`config.mk`:
```
export PLATFORM = sky130hd
export DESIGN_NAME = mux4_rr_arbiter
export DESIGN_NICKNAME = d
export VERILOG_FILES = /design/src/rtl/mux4_rr_arbiter.sv
export SDC_FILE = /design/constraint.sdc
export NUM_CORES = 1
export LEC_CHECK = 0
export ABC_AREA = 1
export CAP_MARGIN = 20
export CORE_MARGIN = 4
export CORE_UTILIZATION = 50
export DETAILED_ROUTE_END_ITERATION = 10
export GPL_TIMING_DRIVEN = 0
export PLACE_DENSITY = 0.75
export SLEW_MARGIN = 20
export SYNTH_ARGS = -nofsm -noshare
export SYNTH_HDL_FRONTEND = slang
export SYNTH_SLANG_ARGS = --single-unit
```
`constraint.sdc`:
```
create_clock -name clk -period 2 [get_ports clk]
set_clock_uncertainty 0.1 [all_clocks]
set_input_delay 0.4 -clock clk [delete_from_list [all_inputs] [get_ports clk]]
set_output_delay 0.4 -clock clk [all_outputs]
set_load 0.02 [all_outputs]
```
`src/rtl/mux4_rr_arbiter.sv`:
```
// Round-robin arbiter driving the select pair of a shared 4:1 mux.
// Grants are registered; a contested owner is forced off after MAX_HOLD cycles.
module mux4_rr_arbiter #(
   parameter int MAX_HOLD = 4
) (
   input  logic       clk,
   input  logic       rst,
   input  logic [3:0] req,
   output logic [3:0] gnt,
   output logic       S1,
   output logic       S0,
   output logic       busy
);

   localparam logic [0:0] IDLE  = 1'b0;
   localparam logic [0:0] GRANT = 1'b1;
   localparam logic [4:0] HOLD_MAX = 5'(MAX_HOLD - 1);

   logic [0:0] state, state_nxt;
   logic [1:0] owner, owner_nxt;
   logic [1:0] last, last_nxt;
   logic [4:0] hold_cnt, hold_nxt;
   logic [3:0] others;
   logic       release_now;

   // First candidate found scanning start, start+1, ... (mod 4).
   function automatic logic [1:0] search(input logic [1:0] start, input logic [3:0] cand);
      logic [1:0] idx;
      logic [1:0] pick;
      pick = start;
      for (int i = 3; i >= 0; i--) begin
         idx = start + 2'(i);
         if (cand[idx]) pick = idx;
      end
      return pick;
   endfunction

   always_comb begin
      state_nxt   = state;
      owner_nxt   = owner;
      last_nxt    = last;
      hold_nxt    = hold_cnt;
      others      = req & ~(4'b0001 << owner);
      release_now = 1'b0;
      case (state)
         IDLE: begin
            if (req != 4'b0000) begin
               state_nxt = GRANT;
               owner_nxt = search(last + 2'd1, req);
               hold_nxt  = 5'd0;
            end
         end
         GRANT: begin
            release_now = !req[owner] || ((hold_cnt == HOLD_MAX) && (others != 4'b0000));
            if (release_now) begin
               last_nxt = owner;
               hold_nxt = 5'd0;
               if (others != 4'b0000) begin
                  owner_nxt = search(owner + 2'd1, others);
               end else begin
                  state_nxt = IDLE;
               end
            end else if (others != 4'b0000) begin
               hold_nxt = (hold_cnt == HOLD_MAX) ? hold_cnt : hold_cnt + 5'd1;
            end else begin
               // Uncontested owner: the hold budget never starts running.
               hold_nxt = 5'd0;
            end
         end
         default: state_nxt = IDLE;
      endcase
   end

   always_ff @(posedge clk or posedge rst) begin
      if (rst) begin
         state    <= IDLE;
         owner    <= 2'd0;
         last     <= 2'd3;
         hold_cnt <= 5'd0;
         gnt      <= 4'b0000;
         S1       <= 1'b0;
         S0       <= 1'b0;
         busy     <= 1'b0;
      end else begin
         state    <= state_nxt;
         owner    <= owner_nxt;
         last     <= last_nxt;
         hold_cnt <= hold_nxt;
         if (state_nxt == GRANT) begin
            gnt  <= 4'b0001 << owner_nxt;
            S1   <= owner_nxt[1];
            S0   <= owner_nxt[0];
            busy <= 1'b1;
         end else begin
            // Selects keep their last value while idle.
            gnt  <= 4'b0000;
            busy <= 1'b0;
         end
      end
   end

endmodule

```
Yosys cells after proc, flatten, opt, wreduce, memory -nomap -nowiden
Index checks and enable logic that the tools add are counted.
Widths: inputs -> output; s select.
{"block": "word_totals", "elab_cells": 82, "regBits": 17}
{"block": "classes", "muxes": 41, "n_reduce_logical": 7, "shift": 2, "n_addsub": 9, "bitwise": 3, "eq_ne": 3, "magnitude_cmp": 9}
{"op": "$lt 2x3->1 const B", "n": 9}
{"op": "$mux 2", "n": 11}
{"op": "$mux 5", "n": 4}
{"op": "$bmux 1 s2", "n": 9}
{"op": "$mux 1", "n": 13}
{"op": "$pmux 5 s2", "n": 1}
{"op": "$add 2x1->2 const B", "n": 4}
{"op": "$add 2x2->2 const B", "n": 4}
{"op": "$reduce_bool 4->1", "n": 2}
{"op": "$shl 1x2->4 const A", "n": 2}
{"op": "$add 5x1->5 const B", "n": 1}
{"op": "$eq 5x2->1 const B", "n": 1}
{"op": "$and 4x4->4", "n": 1}
{"op": "$mux 4", "n": 1}
{"op": "$ne 4x3->1 const B", "n": 1}
{"op": "$not 4->4", "n": 1}
{"op": "$pmux 2 s2", "n": 1}
{"op": "$reduce_and 2->1", "n": 2}
{"op": "$ne 2x2->1 const B", "n": 1}
{"op": "$pmux 1 s2", "n": 1}
{"op": "$logic_and 1x1->1", "n": 1}
{"op": "$logic_not 1->1", "n": 1}
{"op": "$logic_or 1x1->1", "n": 1}
{"op": "$not 1->1", "n": 1}

Logic depth before layout (Yosys ltp)
Gate-level depths: netlist of run 1.
{"block": "logic_depth", "ltp_word": 14, "ltp_mapped": 17, "mapped_depth_nobuf": 15}

Least setup slack after synthesis of run 1
No wires, ideal clock.
{"block": "synth_timing", "kind": "reg2reg", "from": "register owner[0]", "to": "register S1", "path_slack_ns": -0.149, "t_arrival_ns": 1.922, "required_ns": 1.773, "setup_time_ns": 0.127, "stages_incl_launch_ff": 17, "synth_period_minus_slack_ns": 2.149, "path_cell_list": "dfrtp_1 buf_6 inv_4 buf_12 ha_1 inv_2 nand2_1 nand2_2 nand3_2 o21ai_4 nand3_1 nand3_1 nand3_2 nand2_2 nand2_4 nand2_2 o21ai_1"}
{"block": "synth_via", "elab_chain_len": 12, "word_cells_on_any_way": 31, "cone_classes": "4 x add/sub; 1 x shift; 20 x mux; 2 x bitwise; 4 x reduce/logical"}
{"element": "start, declared", "line_no": "20", "text": "logic [1:0] owner, owner_nxt;"}
{"element": "start signal, assigned", "line_no": "86", "text": "owner <= owner_nxt;"}
{"element": "branches (longest 10 deep; another with $add 2x1->2)"}
{"element": "$mux 2 *", "line_no": "55", "text": "if (release_now) begin"}
{"element": "$pmux 2 s2 *", "line_no": "45", "text": "case (state)"}
{"element": "via owner_nxt[1]", "line_no": "20"}
{"element": "end signal, assigned", "line_no": "91", "text": "S1 <= owner_nxt[1];"}
{"element": "end, declared", "line_no": "10", "text": "output logic S1,"}
Mark *: on every way through the listed nets, which the timed path passes. The select of a mux whose other input is x is not followed.
A chain may end at the register's enable or synchronous reset.

Worst setup path in the final report of run 1
{"block": "layout_timing", "from": "register owner[0]", "to": "register gnt[0]"}
{"block": "layout_via", "elab_chain_len": 14, "word_cells_on_any_way": 34, "cone_classes": "4 x add/sub; 2 x shift; 22 x mux; 2 x bitwise; 4 x reduce/logical"}
{"element": "branches (longest 13 deep; another with $add 2x1->2)"}
{"element": "$mux 4 *", "line_no": "89", "text": "if (state_nxt == GRANT) begin"}
{"element": "end signal, assigned", "line_no": "90", "text": "gnt <= 4'b0001 << owner_nxt;"}
{"element": "end, declared", "line_no": "9", "text": "output logic [3:0] gnt,"}
Mark *: on every way between the ends. The select of a mux whose other input is x is not followed.

==> impl_metrics.py, run 1 <==
metrics = {
    "synth": {
        "synthSimpleGateAreaFrac": 0.3455,
        "netlist_instances": 151,
        "synth_seq_cells": 16,
        "synth_edf_count": 0,
        "ys_top_cells_by_area": "dfrtp_1 29%, nand2_1 9.1%, nand3_2 6.7%",
        "synth_compound_area_frac": 0.1426,
        "syn_nets": 162,
        "ys_types": 31,
        "synth.top_cells.by_count": "29 x nand2_1, 19 x inv_1, 14 x dfrtp_1, 14 x nand3_1, 9 x nand2_2",
        "synth_top_cell_by_area": "dfrtp_1",
        "synth_most_common_cell": "nand2_1",
        "post_synth_fa_ha_maj_area_fraction": 0.05203,
        "yosysWarnings": 0,
        "synth_xor_area_frac": 0.02185,
        "ys_async_sr_fraction": 1.000,
        "ys_seq_area_frac": 0.3351,
        "synthMuxAreaShare": 0,
        "ys.flop_type": "dfrtp_1",
        "synth_top_family_by_area": "simple AND/OR/NAND/NOR gates",
        "avgSynthCellArea_um2": 7.963,
        "synth_top_area_frac": 0.2914,
        "syn-cell-area_um2": 1202,
    },
    "global_route": {
        "track_usage": 0.1794,
        "grt_max_degree": 17,
        "grt_first_pass_wirelength_um": 4726,
        "antenna_found_initial": 0,
        "first_global_vias": 1071,
        "grt_remaining_overflow": 0,
    },
    "clock_tree": {
        "htree_levels": 1,
        "cts_root_buf": "clkbuf_4",
        "clock_path_buffers": 2,
        "clk_pin_slew_worst_paths_ns": 0.09,
        "clk_latency_ns": 0.28,
        "clock-sinks": 16,
        "cts_hold_buf": 0,
        "cts_made_buffers": 3,
        "cts_tree": "done",
    },
    "setup_path": {
        "startpoint_type": "register",
        "rr_worst_depth": 16,
        "cp_max_fo": 5,
        "r2r-end": "gnt[0]",
        "cp-end-kind": "register",
        "critical_path_class": "register to register",
        "regToRegStartpoint": "owner[0]",
        "reg2reg_setup_slack_ns": -0.008,
        "arrival_ns": 2.08,
        "cp.required_ns": 2.07,
    },
    "floorplanning": {
        "ios": 13,
        "dieHeight_um": 57.04,
        "rows": 17,
        "core_area_um2": 2255,
        "dieArea_um2": 3254,
        "initial_core_util": 0.5333,
        "die_width_um": 57.04,
    },
    "route": {
        "wl_per_cell_um": 13.48,
        "drtIter0Drc": 22,
        "drt_pass1_iterations": 4,
        "wl_um": 2737,
        "vias": 1072,
        "drc": 0,
        "avgViaCountPerCell": 5.281,
        "ant_nets": 0,
    },
    "place": {
        "hpwl_um": 1904,
        "portBuffers": 12,
        "place.gp.congestion": 0.9036,
    },
    "min_path": {
        "hp-class": "primary input to asynchronous set/reset pin",
    },
    "final_layout": {
        "antenna_cells": 0,
        "nFillCells": 201,
        "final_layout_size_suffix_gt1_frac": 0.3829,
        "finalNetCount": 187,
        "area_growth_pct": 28.30,
    },
    "pwr": {
        "ir_worst_vdd_v": 0.001207,
        "power.share.switching": 0.5156,
        "power.internal_mw": 1.483,
        "total_leakage_power_nw": 0.7288,
        "power_density_nw_per_um2": 1984,
        "clkPwrFrac": 0.056,
        "pwr-share-seq": 0.182,
        "power_switching_mw": 1.578,
        "combinationalPowerShare": 0.763,
    },
    "outcome": {
        "run_status": "complete, but fails checks",
        "violations": "setup timing",
    },
    "sta": {
        "finalCriticalPeriod_ns": 2.008,
        "tns_ns": -0.01541,
        "hold_viol": 0,
        "setup_viol": 2,
        "rsz0062_at_grt": "yes",
        "drv_slew": 0,
        "max_freq_ghz": 0.4980,
        "fin_ws_ns": -0.008137,
        "fin_crit_sh": 1.004,
        "worstMarginPinSlew_ns": 0.5640,
        "max_slew_margin": 0.6236,
        "whs_ns": 0.3699,
    },
    "job": {
        "max_cap_viol_count": 0,
    },
}
## kinds of logic after synthesis
family                   after synthesis
flip-flops                            16
XOR/XNOR                               3
adder cells (fa/ha/maj)                5
buffers and inverters                 26
AO/OA/AOI/OAI                         26
AND/OR/NAND/NOR                       75
## power groups by stage
stage	Clock [mW]	Combinational, mW	Sequential [mW]
after floorplan	0	1.52	0.620
after global placement	0	1.92	0.562
after detailed placement	0	1.97	0.567
after CTS	0.174	2.18	0.553
after global routing	0.190	2.58	0.577
final	0.170	2.33	0.556
## critical path: stages, from the launching register on
cell and delay [ns]:
dfrtp_1 0.40, buf_6 0.13, inv_6 0.04, ha_4 0.29
inv_4 0.05, nand2_4 0.07, nand2_4 0.08, nand3_2 0.07
nand2_2 0.05, o21ai_2 0.15, nand2_2 0.08, nand2_1 0.06
nand2_1 0.06, nand3_2 0.10, nand2_4 0.07, nand2_2 0.07
nor2_2 0.03
## what timing repair did
action                                  4_1_cts  5_1_grt
buffers inserted                              6        3
gates resized for setup                       8       16
endpoints found under the setup margin       15       15
pin swaps                                     5       11
## flip-flops by register name, summed over array words and instances, names as in the netlist
| register | flops |
|---|---|
| owner | 2 |
| last | 2 |
| gnt | 4 |
| S1 | 1 |
| S0 | 1 |
| hold_cnt | 5 |
| busy | 1 |
## cell usage in the layout, fill, tap and decap left out, types with 6 or more instances in the layout
cell type,n
nand2_1,24
inv_1,16
dfrtp_1,14
clkdlybuf4s50_1,11
nand2_4,6
o21ai_1,6
inv_2,6
buf_4,9
nand3_2,14
nand2_2,10
nand3_1,7
## worst max-delay path by stage
stage	from	end	slack [ns]	cells past startpoint
after detailed placement	req[0]	S0	-0.28	7
final	owner[0]	gnt[0]	-0.008	16
after CTS	owner[0]	gnt[2]	-0.09	17
after global placement	req[0]	S0	-0.25	7
after floorplan	owner[0]	S1	-0.02	16
after global routing	owner[0]	gnt[2]	-0.18	14
## layer usage
metal  global-route usage  wire [um]
met5                    0          0
met3              0.03394        109
met2               0.3051       1396
met4              0.07947         44
met1               0.2196       1187
## area by class of cell
class | count | area [um2] | area share
multi-input cells | 109 | 779.5 | 0.5053
flip-flops and latches | 16 | 402.9 | 0.2612
repair buffers | 21 | 190.2 | 0.1233
inverters | 24 | 97.59 | 0.06326
well taps | 28 | 35.03 | 0.02271
clock buffers | 4 | 26.28 | 0.01703
plain buffers | 1 | 11.26 | 0.007299
## per-stage QoR
stage               std cells  total power [mW]  instance area, um2    util  setup slack (ns)
finish                    203             3.061                1543  0.6842         -0.008137
detailed placement        191             2.539                1390  0.6165           -0.2806
global placement          191             2.485                1390  0.6165           -0.2516
CTS                       201             2.907                1499  0.6648          -0.09220
global route              203             3.350                1543  0.6842           -0.1832
floorplan                 151             2.140                1235       -          -0.01869
Power figures use the tool's default switching activity.
==> inputs of run 2 (changes only) <==
CAP_MARGIN = 40   (was 20)
==> results of run 2 <==
The final DEF is identical to that of run 1; final timing and power are the same.
==> inputs of run 3 (changes only) <==
SKIP_CTS_REPAIR_TIMING = 1   (was not set)
==> run 3 against run 2 <==
  * The flow still finishes with violations (setup timing)
  * Worst setup slack got worse by 0.14 ns
  * Count of clock-buffer cells in the layout unchanged
  * Register-to-register slack worse by 0.14 ns
  * Cell area grew 3.1%
  * Flip-flop and latch count did not move
  * Largest cell class unchanged
  * Power is 4.6% higher
==> impl_metrics.py, run 3 (synthesis gave the netlist of run 1 again) <==
metrics = {
    "sta": {
        "tns_ns": -0.8498,
        "worstMarginPinSlew_ns": 0.5731,
        "max_slew_margin": 0.6175,
        "drv_slew": 0,
        "finalCriticalPeriod_ns": 2.153,
        "hold_viol": 0,
        "rsz0062_at_grt": "yes",
        "setup_viol": 7,
        "max_freq_ghz": 0.4645,
        "fin_ws_ns": -0.1530,
        "fin_crit_sh": 1.076,
    },
    "final_layout": {
        "mostFrequentLayoutCells": "24 x nand2_1, 16 x inv_1, 14 x dfrtp_1, 12 x clkdlybuf4s50_1, 11 x nand3_2",
        "reg.largest.list": "hold_cnt: 5 flops, gnt: 4 flops",
        "finalNetCount": 190,
        "seqCellArea_um2": 402.9,
        "nFillCells": 192,
        "fin_area_um2": 1590,
        "area_growth_pct": 32.26,
        "top_register": "hold_cnt",
        "final_layout_size_suffix_gt1_frac": 0.3876,
        "antenna_cells": 0,
        "largest_register_ff_count": 5,
        "layout_commonest_cell": "nand2_1",
        "multiInputGateArea_um2": 774.5,
    },
    "global_route": {
        "grt_remaining_overflow": 0,
        "grtUsageMet3": 0.03394,
        "grt_first_pass_wirelength_um": 4471,
        "antenna_found_initial": 0,
        "grt_util_met1": 0.2182,
        "top_usage_layer": "met2",
        "use_met2": 0.2773,
        "track_usage": 0.1710,
        "grt_max_degree": 17,
        "first_global_vias": 1023,
    },
    "floorplanning": {
        "rows": 17,
        "dieHeight_um": 57.04,
        "ios": 13,
        "initial_core_util": 0.5333,
        "core_area_um2": 2255,
        "dieArea_um2": 3254,
        "die_width_um": 57.04,
    },
    "setup_path": {
        "cp_max_fo": 5,
        "cp-end-kind": "register",
        "critical_path_class": "register to register",
        "crit_top_cell": "nand2_4",
        "startpoint_type": "register",
        "cp.required_ns": 2.11,
        "regToRegStartpoint": "owner[0]",
        "cpMaxStageDelayCell": "dfrtp_1",
        "r2r-end": "gnt[0]",
        "arrival_ns": 2.26,
        "crit_path_cell_trace": "buf_6 > inv_8 > buf_12 > ha_4 > inv_4 > nand2_4 > nand2_4 > nand3_4 > o21ai_4 > o21ai_2 > nand2_2 > nand2_1 > nand2_1 > nand3_2 > nand2_4 > nand2_2 > nor2_2",
        "rr_worst_depth": 17,
        "cpPeakStageDelay_ns": 0.41,
        "reg2reg_setup_slack_ns": -0.15,
    },
    "clock_tree": {
        "clock-sinks": 16,
        "clk_latency_ns": 0.28,
        "cts_made_buffers": 3,
        "cts_tree": "done",
        "htree_levels": 1,
        "cts_root_buf": "clkbuf_4",
        "clock_path_buffers": 2,
        "clk_pin_slew_worst_paths_ns": 0.09,
    },
    "route": {
        "vias": 1099,
        "wl_um": 2833,
        "ant_nets": 0,
        "avgViaCountPerCell": 5.335,
        "drt_pass1_iterations": 4,
        "drtIter0Drc": 25,
        "wl_per_cell_um": 13.75,
        "drc": 0,
    },
    "place": {
        "post_dp_cell_area_um2": 1390,
        "place.gp.congestion": 0.9036,
        "hpwl_um": 1904,
        "place_ws_ns": -0.2806,
        "portBuffers": 12,
    },
    "pwr": {
        "power.total_mw": 3.202,
        "ir_worst_vdd_v": 0.001376,
        "power_density_nw_per_um2": 2013,
        "total_leakage_power_nw": 0.7462,
    },
    "outcome": {
        "run_status": "complete, but fails checks",
        "violations": "setup timing",
    },
    "min_path": {
        "hp-class": "primary input to asynchronous set/reset pin",
    },
    "job": {
        "max_cap_viol_count": 0,
    },
}
## run 3: changes by cell type in the layout (fill, tap and decap cells not counted), sizes merged
cell / change
buf: +2
clkbuf: +1
clkdlybuf4s50: +1
dlymetal6s2s: -1
## run 3: through the flow
step	hold slack (ns)	std cells	utilization
3_3_place_gp	0.3881	191	0.6165
5_1_grt	0.4093	206	0.7053
4_1_cts	0.3912	195	0.6282
6_report	0.3752	206	0.7053
3_5_place_dp	0.3941	191	0.6165
2_1_floorplan	0.2123	151	-
## run 3: critical path: cells and delay by family (launching register included)
| family | cells | cell delay, ns |
|---|---|---|
| AO/OA/AOI/OAI | 2 | 0.15 |
| adder cells (fa/ha/maj) | 1 | 0.26 |
| buffers and inverters | 4 | 0.38 |
| flip-flops | 1 | 0.41 |
| AND/OR/NAND/NOR | 10 | 0.79 |
## run 3: worst max-delay path by stage
stage,slack (ns),from,to
final,-0.15,owner[0],gnt[0]
after global routing,-0.29,owner[0],gnt[0]
after CTS,-0.24,owner[0],S1
after global placement,-0.25,req[0],S0
after floorplan,-0.02,owner[0],S1
after detailed placement,-0.28,req[0],S0
## run 3: cell type report
type                    count  area share
multi-input cells         109      0.4870
inverters                  24     0.06294
clock buffers               4     0.01652
flip-flops and latches     16      0.2533
well taps                  28     0.02203
repair buffers             23      0.1385
plain buffers               2     0.01967
## run 3: power by group
group          total [mW]  switching [mW]  internal [mW]
Clock               0.168          0.0912         0.0772
Sequential          0.569          0.0967          0.472
Combinational        2.46            1.42           1.05
## run 3: per-layer routing
layer / wire [um] / part of all wire
met1: 1163 / 0.41
met2: 1465 / 0.52
met3: 137 / 0.048
met4: 66 / 0.023
met5: 0 / 0
